<file path="src/rtl/req_arbiter8.sv">
// req_arbiter8: eight-way arbiter with registered one-hot grant,
// fixed-priority or round-robin selection, and an optional hold limit.
module req_arbiter8 #(
  parameter int MAX_HOLD = 16
) (
  input  logic       clk,
  input  logic       rst_n,
  input  logic       mode,
  input  logic [7:0] req,
  output logic [7:0] grant,
  output logic       grant_valid,
  output logic [2:0] grant_id,
  output logic       timeout
);

  localparam int CW = (MAX_HOLD > 0) ? $clog2(MAX_HOLD + 1) : 1;
  localparam int LIMI = (MAX_HOLD > 0) ? MAX_HOLD - 1 : 0;
  localparam logic [CW-1:0] LIM = CW'(LIMI);
  localparam logic HOLD_EN = (MAX_HOLD > 0);

  localparam logic [0:0] IDLE = 1'b0;
  localparam logic [0:0] BUSY = 1'b1;

  logic [0:0]    state;
  logic [2:0]    ptr;
  logic [CW-1:0] cnt;

  logic          busy;
  logic          held;
  logic          others;
  logic          expire;
  logic          arb;
  logic [7:0]    cand;
  logic [2:0]    base;
  logic [2:0]    idx;
  logic [2:0]    win;
  logic          win_ok;

  assign busy   = (state == BUSY);
  assign held   = busy && req[grant_id];
  assign others = |(req & ~grant);
  assign expire = HOLD_EN && held && (cnt == LIM) && others;
  assign arb    = (!busy && (|req)) || (busy && !req[grant_id]) || expire;
  assign cand   = req & ~grant;

  // Fixed priority is round-robin with the pointer pinned at 0.
  assign base = mode ? ptr : 3'd0;

  always_comb begin
    win_ok = 1'b0;
    win    = 3'd0;
    idx    = 3'd0;
    for (int k = 1; k <= 8; k++) begin
      idx = base - 3'(k);
      if (!win_ok && cand[idx]) begin
        win_ok = 1'b1;
        win    = idx;
      end
    end
  end

  always_ff @(posedge clk or negedge rst_n) begin
    if (!rst_n) begin
      state       <= IDLE;
      ptr         <= 3'd0;
      cnt         <= '0;
      grant       <= 8'd0;
      grant_valid <= 1'b0;
      grant_id    <= 3'd0;
      timeout     <= 1'b0;
    end else if (arb) begin
      cnt <= '0;
      if (win_ok) begin
        state       <= BUSY;
        ptr         <= win;
        grant       <= 8'b1 << win;
        grant_valid <= 1'b1;
        grant_id    <= win;
        timeout     <= expire;
      end else begin
        state       <= IDLE;
        grant       <= 8'd0;
        grant_valid <= 1'b0;
        grant_id    <= 3'd0;
        timeout     <= 1'b0;
      end
    end else begin
      timeout <= 1'b0;
      if (busy && HOLD_EN && cnt != LIM)
        cnt <= cnt + CW'(1);
    end
  end

endmodule

</file>
<file path="config.mk">
export PLATFORM = sky130hd
export DESIGN_NAME = req_arbiter8
export DESIGN_NICKNAME = d
export VERILOG_FILES = /design/src/rtl/req_arbiter8.sv
export SDC_FILE = /design/constraint.sdc
export NUM_CORES = 1
export LEC_CHECK = 0
export ABC_CLOCK_PERIOD_IN_PS = 2900
export CAP_MARGIN = 20
export CORE_ASPECT_RATIO = 1.2
export CORE_MARGIN = 1
export CORE_UTILIZATION = 30
export CTS_CLUSTER_SIZE = 24
export DETAILED_ROUTE_END_ITERATION = 8
export PLACE_DENSITY = 0.54
export SLEW_MARGIN = 20
export SYNTH_ARGS = -nofsm -noshare
export SYNTH_HDL_FRONTEND = slang
export SYNTH_SLANG_ARGS = --single-unit
</file>
<file path="constraint.sdc">
create_clock -name clk -period 2.9 [get_ports clk]
set_input_delay 0.725 -clock clk [delete_from_list [all_inputs] [get_ports clk]]
set_output_delay 0.725 -clock clk [all_outputs]
set_load 0.02 [all_outputs]
</file>
==> summary.txt <==
Setup path
  – Number of stages on the worst setup path: 11
  – CP max stage delay: 0.51 ns
  – Critical path's top delay family: simple AND/OR/NAND/NOR gates
  – WP buf/inv: 3
  – Critical path fanouts, max: 5
  – RR Startpoint: ptr[1]
  – Critical Path Start Type: input port
  – Worst reg2reg endpoint: grant[2]
  – CP Class: input port to flip-flop
  – WP data arrival: 3.09 ns
  – Crit-path cells: buf_6 > and2_4 > inv_8 > mux2_4 > mux4_2 > nor4b_4 > buf_6 > nand2_8 > o32ai_4 > or3_4 > a32o_1
  – Crit path capture type: flip-flop
  – R2R setup slack: 0.13 ns
  – Slowest CP cell: mux4_2
  – Critical Path RT: 3.06 ns
  – Worst Reg-to-Reg Cells: 9
  – Crit path capture: grant[1]
  – Worst Setup SP: mode
  – Worst path most repeated cell: buf_6

STA
  – Fin. max-slew vios: 0
  – Slew headroom: 0.691
  – Clock Skew: 0.00161 ns
  – Min Tclk post-route: 2.93 ns
  – Fin crit share: 1.01
  – Achievable Freq: 341 MHz
  – Worst Tran Pin Value: 0.463 ns
  – Final setup fails: 8
  – Worst Slack Setup Final: -0.0308 ns
  – Hold Vio Cnt, Final: 0
  – RSZ-0062 raised after global routing: yes

Placed design
  – Gp weighted congestion: 0.818
  – Hpwl dp: 4830 um
  – Dpl ws: -0.746 ns
  – Port bufs: 23

Floorplan
  – Die H: 91.3 um
  – Initial Util: 0.311
  – Ports: 24
  – DIE AREA: 6980 sq um
  – Die X: 76.4 um
  – Core box area: 6410 sq um
  – Site Rows: 32

Clock tree
  – H-Tree Depth: 1
  – Worst-Skew Late Latency: 0.27 ns
  – Clock buffer depth: 2
  – Root Driver: clkbuf_8
  – Hold-fix buffers, CTS: 0
  – Clock-pin slew on the worst setup and hold paths: 0.08 ns
  – Clock tree sinks: 21
  – TritonCTS Buffers: 3
  – CTS tree: done

Global route
  – Pin count of the biggest net entering global routing: 22
  – Initial antenna violation count: 0
  – All-layer global routing usage: 0.187
  – Global-route wire length before repair: 10200 um
  – GRT overflow: 0
  – Vias in the first global route: 2040

Logic synthesis
  – Post-Syn Nets: 209
  – FFs w/ async S/R, synth: 1.00
  – Synthesis-stage register bit count: 21
  – Share of the yosys chip area belonging to registers: 0.263
  – Mapped Cells: 195
  – Synthesized area per cell: 10.2 sq um
  – Yosys cell types: 55
  – Synthesis Warnings: 0
  – Top FF cell, synth: dfrtp_1
  – Mapped cell area: 1990 sq um
  – Number of flops mapped to enable cells by yosys: 0

Layout
  – Fin nets: 301
  – Syn-to-layout area delta: 55.6%
  – Diode count: 0
  – Commonest non-fill, non-tap cell in the layout: buf_4
  – Layout cells sized above 1: 0.469
  – Fill count: 600
  – Commonest cells after routing, fill and taps aside: 64 x buf_4, 21 x dfrtp_1, 20 x nand2_1

Power
  – Total power: 3830 uW
  – Power Density: 1230 nW/um^2
  – Max IR drop VDD: 0.584 mV
  – P_leak: 0.00135 uW

Status
  – Status: finished, violations left
  – Failing checks: setup timing

Flow run
  – MaxCap Viol Count: 0

Routing
  – WL final: 6340 um
  – First-pass DRT Iterations: 4
  – DRC viols: 0
  – Iter 0 DRT Violations: 102
  – WL/cell: 17.1 um
  – Total number of vias: 1984
  – Antenna Nets Post-Route: 0
  – DR vias/cell: 5.35

Hold path
  – Worst Hold Class: flip-flop to flip-flop
-- registers in the layout, summed over array words and instances, names as in the netlist --
name,flops
busy,1
cnt,5
grant,8
grant_id,3
ptr,3
timeout,1
-- where the power goes --
| part | total [uW] | internal [uW] | leakage [uW] | switching, uW |
|---|---|---|---|---|
| logic | 3140 | 1630 | 0.00106 | 1510 |
| clock network | 197 | 96.0 | 0.0000255 | 101 |
| registers | 500 | 398 | 0.000271 | 102 |
| total | 3830 | 2120 | 0.00135 | 1710 |
-- synthesized netlist by cell type, drive strengths merged (3+ instances only) --
cell    instances  area share
dfrtp          21        0.26
clkbuf          3      0.0056
buf             5       0.026
nand4           3      0.0094
a21oi           8       0.020
ha              3       0.019
mux4           11        0.12
nor3            4       0.015
xor2            5       0.026
o211ai          4       0.015
mux2            7       0.041
nor2           13       0.024
o211a           3       0.015
o21ai           8       0.020
a32o            8       0.040
inv             6       0.013
a211oi          4       0.015
mux2i          14       0.074
nand2b         10       0.031
nand2          23       0.048
-- per-stage QoR --
step           hold WS, ns  cells  TNS, ns  utilization  cell area (sq um)
4_1_cts              0.543    369  -0.0491        0.480               3080
3_3_place_gp         0.515    351   -10.08        0.428               2740
3_5_place_dp         0.512    351   -10.23        0.428               2740
6_report             0.538    371  -0.0736        0.485               3100
5_1_grt              0.570    371   -0.738        0.485               3100
2_1_floorplan        0.429    195    -3.49            -               2060
-- cell type report --
| class | count | area (sq um) | share of cell area |
|---|---|---|---|
| multi-input combinational | 160 | 1590 | 0.511 |
| timing repair buffer | 94 | 798 | 0.257 |
| clock inverter | 1 | 5.00 | 0.00161 |
| tap | 85 | 106 | 0.0343 |
| timing repair inverter | 1 | 11.3 | 0.00363 |
| sequential | 21 | 526 | 0.169 |
| inverter | 6 | 30.0 | 0.00967 |
| clock buffer | 3 | 41.3 | 0.0133 |
-- per-layer routing --
metal	wire length [um]	up-vias	GRT usage
li1	-	947	-
met1	2720	977	0.223
met2	3310	46	0.350
met3	133	14	0.00804
met4	176	0	0.0737
met5	0	-	0
-- kinds of logic after synthesis --
logic type,after synthesis,share of synthesized area
XOR/XNOR,6,0.0301
multiplexers,32,0.240
buffers and inverters,14,0.0439
AND/OR/NAND/NOR,65,0.181
adder cells (fa/ha/maj),3,0.0188
flip-flops,21,0.263
AO/OA/AOI/OAI,54,0.223
-- how the worst min path moves through the flow --
stage	slack [ns]	cells past startpoint	from	to
after floorplan	0.43	0	rst_n	busy
after global placement	0.51	1	grant[6]	grant[6]
after detailed placement	0.51	1	grant[5]	grant[5]
after CTS	0.54	1	grant[7]	grant[7]
after global routing	0.57	1	grant[0]	grant[0]
final	0.54	1	grant[7]	grant[7]
-- what timing repair did --
item | 4_1_cts | 5_1_grt
gates resized for setup | 56 | 6
buffers inserted | 15 | 3
endpoints found under the setup margin | 16 | 13
gates cloned | 1 | 0
pin swaps | 11 | 5
Power figures use the tool's default switching activity.
